File: src/rtl/mem_arbiter.sv
`timescale 1ns/1ps
// mem_arbiter: serves icache reads and dcache reads/writes on one single-port RAM with a fixed
// LAT-cycle access, a one-cycle completion handshake and I/D alternation after a D completion.
module mem_arbiter #(
  parameter int LAT   = 2,
  parameter int CNT_W = 2
) (
  input  logic        CLK,
  input  logic        nRST,
  input  logic        iREN,
  input  logic [31:0] iaddr,
  output logic        iwait,
  output logic [31:0] iload,
  input  logic        dREN,
  input  logic        dWEN,
  input  logic [31:0] daddr,
  input  logic [31:0] dstore,
  output logic        dwait,
  output logic [31:0] dload,
  output logic        ram_ren,
  output logic        ram_wen,
  output logic [31:0] ram_addr,
  output logic [31:0] ram_wdata,
  input  logic [31:0] ram_rdata
);

  typedef enum logic [1:0] {IDLE, ACCESS, DONE} state_t;

  state_t           state, state_n;
  logic             own_d, wr, last_d;
  logic [31:0]      addr_q, wdata_q, iload_q, dload_q;
  logic [CNT_W-1:0] cnt;
  logic             d_req, owner_req, grant_d, grant_i;

  assign d_req     = dREN | dWEN;
  assign owner_req = own_d ? d_req : iREN;

  // NOTE: sequential state uses non-blocking assignments so every register samples
  // pre-edge values regardless of statement order.
  always_ff @(posedge CLK) begin
    if (!nRST) begin
      state   <= IDLE;
      cnt     <= '0;
      last_d  <= 1'b0;
      own_d   <= 1'b0;
      wr      <= 1'b0;
      addr_q  <= '0;
      wdata_q <= '0;
      iload_q <= '0;
      dload_q <= '0;
    end else begin
      state   <= state_n;
      iload_q <= iload;
      dload_q <= dload;
      if (grant_d || grant_i) begin
        own_d   <= grant_d;
        wr      <= grant_d & dWEN;
        addr_q  <= grant_d ? daddr : iaddr;
        wdata_q <= dstore;
        cnt     <= '0;
      end else if (state == ACCESS) begin
        // Leaves ACCESS at LAT-1 at the latest, so the counter never wraps.
        cnt <= cnt + 1'b1;
      end
      if (state == DONE) last_d <= own_d;
    end
  end

  // NOTE: every variable assigned in always_comb gets a default first, so no path
  // leaves it unassigned and no latch is inferred.
  always_comb begin
    state_n = state;
    grant_d = 1'b0;
    grant_i = 1'b0;
    case (state)
      IDLE: begin
        if (d_req && !(iREN && last_d)) begin
          grant_d = 1'b1;
          state_n = ACCESS;
        end else if (iREN) begin
          grant_i = 1'b1;
          state_n = ACCESS;
        end
      end
      ACCESS: begin
        if (!owner_req)                     state_n = IDLE;
        else if (cnt == CNT_W'(LAT - 1))    state_n = DONE;
      end
      DONE:    state_n = IDLE;
      default: state_n = IDLE;
    endcase
  end

  // Word-aligned address; the low byte-offset bits are masked off on the RAM side.
  always_comb begin
    iwait     = 1'b1;
    dwait     = 1'b1;
    iload     = iload_q;
    dload     = dload_q;
    ram_ren   = 1'b0;
    ram_wen   = 1'b0;
    ram_addr  = '0;
    ram_wdata = '0;
    case (state)
      ACCESS: begin
        ram_addr = addr_q & ~32'h3;
        ram_ren  = !wr;
      end
      DONE: begin
        ram_addr = addr_q & ~32'h3;
        if (own_d) begin
          dwait = 1'b0;
          if (wr) begin
            ram_wen   = 1'b1;
            ram_wdata = wdata_q;
          end else begin
            dload = ram_rdata;
          end
        end else begin
          iwait = 1'b0;
          iload = ram_rdata;
        end
      end
      default: ;
    endcase
  end

endmodule

File: config.mk
export PLATFORM = sky130hd
export DESIGN_NAME = mem_arbiter
export DESIGN_NICKNAME = d
export VERILOG_FILES = /design/src/rtl/mem_arbiter.sv
export SDC_FILE = /design/constraint.sdc
export NUM_CORES = 1
export LEC_CHECK = 0
export CAP_MARGIN = 10
export CELL_PAD_IN_SITES_DETAIL_PLACEMENT = 0
export CELL_PAD_IN_SITES_GLOBAL_PLACEMENT = 2
export CORE_ASPECT_RATIO = 1.2
export CORE_UTILIZATION = 22
export CTS_CLUSTER_DIAMETER = 100
export CTS_CLUSTER_SIZE = 10
export DETAILED_ROUTE_END_ITERATION = 12
export GPL_TIMING_DRIVEN = 0
export PLACE_DENSITY = 0.85
export SLEW_MARGIN = 10
export SYNTH_ARGS = -nofsm -noshare
export SYNTH_HDL_FRONTEND = slang
export SYNTH_SLANG_ARGS = --single-unit
File: constraint.sdc
create_clock -name CLK -period 1.71 [get_ports CLK]
set_input_delay 0.342 -clock CLK [delete_from_list [all_inputs] [get_ports CLK]]
set_output_delay 0.342 -clock CLK [all_outputs]
set_load 0.005 [all_outputs]
Word-level counts from Yosys, hierarchy flattened
Index checks and enable logic that the tools add are counted.
{ "totals": {"regBits": 135, "out_inout_bits": 132, "wordCells": 56} }
{ "op_classes": {"n_addsub": 1, "n_eq_ne": 5, "muxes": 29, "bitwise": 3, "n_reduce_logical": 9} }
{ "op_table": {"columns": ["cell", "count"], "rows": [
  ["32-bit two-way mux", 10],
  ["1-bit two-way mux", 14],
  ["2-bit two-way mux", 4],
  ["2-bit by 1-bit == test with 1-bit output (second input constant)", 2],
  ["2-bit case mux with 2 select lines", 1],
  ["2-bit OR reduction", 2],
  ["3-bit by 2-bit != test with 1-bit output (second input constant)", 1],
  ["3-bit != test (second input constant)", 1],
  ["2-bit by 1-bit adder with 2-bit output (second input constant)", 1],
  ["2-bit == test (second input constant)", 1],
  ["1-bit logical AND", 2],
  ["1-bit logical NOT", 2],
  ["2-bit logical NOT", 1],
  ["2-bit AND reduction", 1],
  ["1-bit bitwise AND", 1],
  ["1-bit logical OR", 1],
  ["1-bit inverter", 1],
  ["1-bit OR", 1]
]} }

Logic depth before layout (Yosys ltp)
{ "logic_depth": {"depth_word": 7, "mapped_depth": 8, "depth_no_buf": 5} }

Least setup slack after synthesis
Ideal clock, no wire load.
{ "synth_path": {"path_kind": "register to output", "startpoint": "reg state[0]", "endpoint": "out iload[0]", "t_arrival_ns": 1.346, "required_time_ns": 1.368, "slack_ns": 0.022, "stages_incl_launch_ff": 7, "n_path_buf": 2, "path_cell_list": "dfxtp_1 > inv_1 > ha_1 > nand2b_1 > buf_2 > buf_6 > mux2_4"} }
{ "synth_between": {"elab_chain_len": 2} }
{ "synth_lines": {"columns": ["item", "line_no", "rtl"], "rows": [
  ["start: declaration", "29", "state_t state, state_n;"],
  ["start signal: assignment", "52", "state <= state_n;"],
  ["2-bit == test", "104", "case (state)"],
  ["32-bit two-way mux", "104", null],
  ["end: declaration", "13", "output logic [31:0] iload,"]
]} }
Every way passes these cells.

Worst setup path in the final report
{ "layout_path": {"startpoint": "reg state[0]", "endpoint": "out iload[20]"} }
Same word-level chain as after synthesis.

==> impl_metrics.toml <==
[timing]
skew_ps = 10.7
hold_viol_final = 0
maxSlewHeadroom = 0.646
fin_crit_sh = 1.33
whs_ps = 470
final.setup.tns_ps = -52570
worst_slack_ps = -572
fmax_mhz = 438
final-setup-viol-count = 130
drv_slew = 0
tightestPinTransition_ps = 531
period_minus_slack_ps = 2280
rsz0062_at_grt = "true"

[drt]
first_pass_iters = 6
wl_met3_um = 1260
top_layer = "met4"
routed_wl_um = 19300
postRouteAntennaNets = 0
drt_iter0_markers = 118
met1_length_um = 7890
vias_per_cell = 4.22
drcViolationCount = 0
wl_met2_um = 9940
wl_per_cell_um = 15.7
routed-via-count = 5193

[finish]
drive_above_1_share = 0.458
antenna_cells = 0
layout.nets = 1027
areaGrowthSynthToFinish_pct = 88.0
fin_area_sq_mm = 0.0107

[clocking]
clk_latency_ps = 420
clock_tree.buffer_depth = 2
clk_pin_slew_ps = 60
root_buffer = "clkbuf_16"
cts_tree = "built"
htree_levels = 4
clock_sinks = 133
postCtsHoldBufs = 0
numCtsBuffers = 17

[run_status]
status = "complete, but fails checks"
violations = "setup timing"

[yosys]
synth.avg_cell_area_sq_um = 10.6
async_flop_share = 0
syn_area_sq_mm = 0.00567
yosys-top-cells-count = "dfxtp_1, and2_1, inv_1"
ys.flop_type = "dfxtp_1"
synth-edff-count = 0
synth_most_common_cell = "dfxtp_1"
ys_seq_elements = 133
synth-seq-area-share = 0.469
synth_area_leaders = "dfxtp_1, and2_1, mux2_4"
synth_cell_types = 37
postSynthCellCount = 533
yosys.area.top_type = "dfxtp_1"
synth_top_area_frac = 0.469
yosysWarnings = 0

[worst_setup_path]
worst-setup-path-type = "reg2out"
start_kind = "flop"
cp_max_fo = 7
cp-end-kind = "output pin"
critPathRequiredTime_ps = 1370
cp.arrival_ps = 1940

[placed_design]
port_buffers = 257
place_hpwl_um = 12800
place_area_sq_mm = 0.00866
finalWeightedCongestion = 0.713

[global_route]
grt_start_max_net_pins = 17
grt_pass1_vias = 5252
antenna_found_initial = 1
grt_pass1_wl_um = 29000
grt_overflow_total = 0
grt.total_usage = 0.145

[die]
core_sq_mm = 0.0254
std_cell_rows = 64
start_util = 0.224
die_area_sq_mm = 0.0264
ios = 265
dieHeight_um = 178
die-width_um = 149

[job]
cap_viol_max_count = 0

[hold_path]
worstHoldPathType = "reg2reg"

[pwr]
p_leak_nw = 4.97
p_per_area_mw_per_mm2 = 817
ir_drop_mv = 0.605
-- registers in the layout, indices dropped and copies added (netlist names) --
| signal | count |
|---|---|
| addr_q | 30 |
| own_d | 1 |
| wdata_q | 32 |
| last_d | 1 |
| iload_q | 32 |
| dload_q | 32 |
| wr | 1 |
| state | 2 |
| cnt | 2 |
-- worst paths after layout --
kind	end	slack, ps	cells after the start	from
max	iload[20]	-570	8	state[0]
min	wdata_q[10]	470	1	wdata_q[10]
max reg2reg	iload_q[20]	-50	9	state[0]
min reg2reg	wdata_q[10]	470	1	wdata_q[10]
-- where the power goes --
part	leakage (nW)	switching (mW)	internal, mW
sequential	1.09	0.111	3.29
combinational	3.60	0.555	0.964
clock	0.290	1.48	2.31
total	4.97	2.15	6.56
-- worst max-delay path, cell delays in order, from the launching register on --
cell and delay (ps):
dfxtp_2 320, inv_2 70, ha_4 190, nand2b_4 110, buf_12 150, buf_12 130, buf_6 120, mux2_4 310
buf_6 120
-- cells by family (layout without fill, tap and decap cells) --
| family | after synthesis | in the layout | synth area share |
|---|---|---|---|
| AO/OA/AOI/OAI | 75 | 75 | 0.121 |
| multiplexers | 64 | 64 | 0.146 |
| other | 1 | 2 | 0.000661 |
| buffers and inverters | 79 | 446 | 0.0655 |
| adder cells (fa/ha/maj) | 4 | 4 | 0.00882 |
| XOR/XNOR | 1 | 1 | 0.00154 |
| flip-flops | 133 | 133 | 0.469 |
| AND/OR/NAND/NOR | 176 | 177 | 0.187 |
-- routing by layer --
metal | GRT usage | vias up
li1 | - | 2554
met1 | 0.167 | 2465
met2 | 0.255 | 162
met3 | 0.0414 | 12
met4 | 0.0481 | 0
met5 | 0 | -
-- layout make-up --
cell class	count	area (sq um)
Inverter	36	138
Sequential cell	133	2670
Timing Repair Buffer	342	3590
Buffer	37	330
Multi-Input combinational cell	323	2920
Clock buffer	17	425
Tap cell	330	413
Fill cell	2511	14700
Clock inverter	14	176
-- cell usage in the layout (no fill, tap or decap), types with 3 or more instances in the layout --
cell type and count:
a221o_1 30, a22o_1 32, and2_1 70, and2_4 57, buf_12 9, buf_2 20, buf_4 23, buf_6 162
buf_8 13, bufinv_16 3, clkbuf_1 7, clkbuf_16 17, clkbuf_2 9, clkbuf_4 7, clkdlybuf4s50_1 127, clkinv_4 3
dfxtp_1 130, ha_4 3, inv_1 34, inv_6 4, mux2_2 20, mux2_4 44, nand2_1 5, nor2b_1 3
nor3_1 30
-- per-stage QoR --
| stage | instances | total power, mW | util | setup WS, ps |
|---|---|---|---|---|
| after floorplan | 534 | 3.92 | - | 22.0 |
| after global placement | 1121 | 4.52 | 0.341 | -715 |
| after detailed placement | 1121 | 4.53 | 0.341 | -714 |
| after CTS | 1212 | 8.72 | 0.406 | -692 |
| after global routing | 1232 | 9.12 | 0.420 | -657 |
| final | 1232 | 8.71 | 0.420 | -572 |
-- what timing repair did --
action / CTS / global route
setup endpoints to repair: 249 / 211
buffers inserted: 51 / 29
gates cloned: 11 / 1
resized for setup: 719 / 126
pin swaps: 31 / 15
No activity file was read; power rests on OpenSTA's default activity.
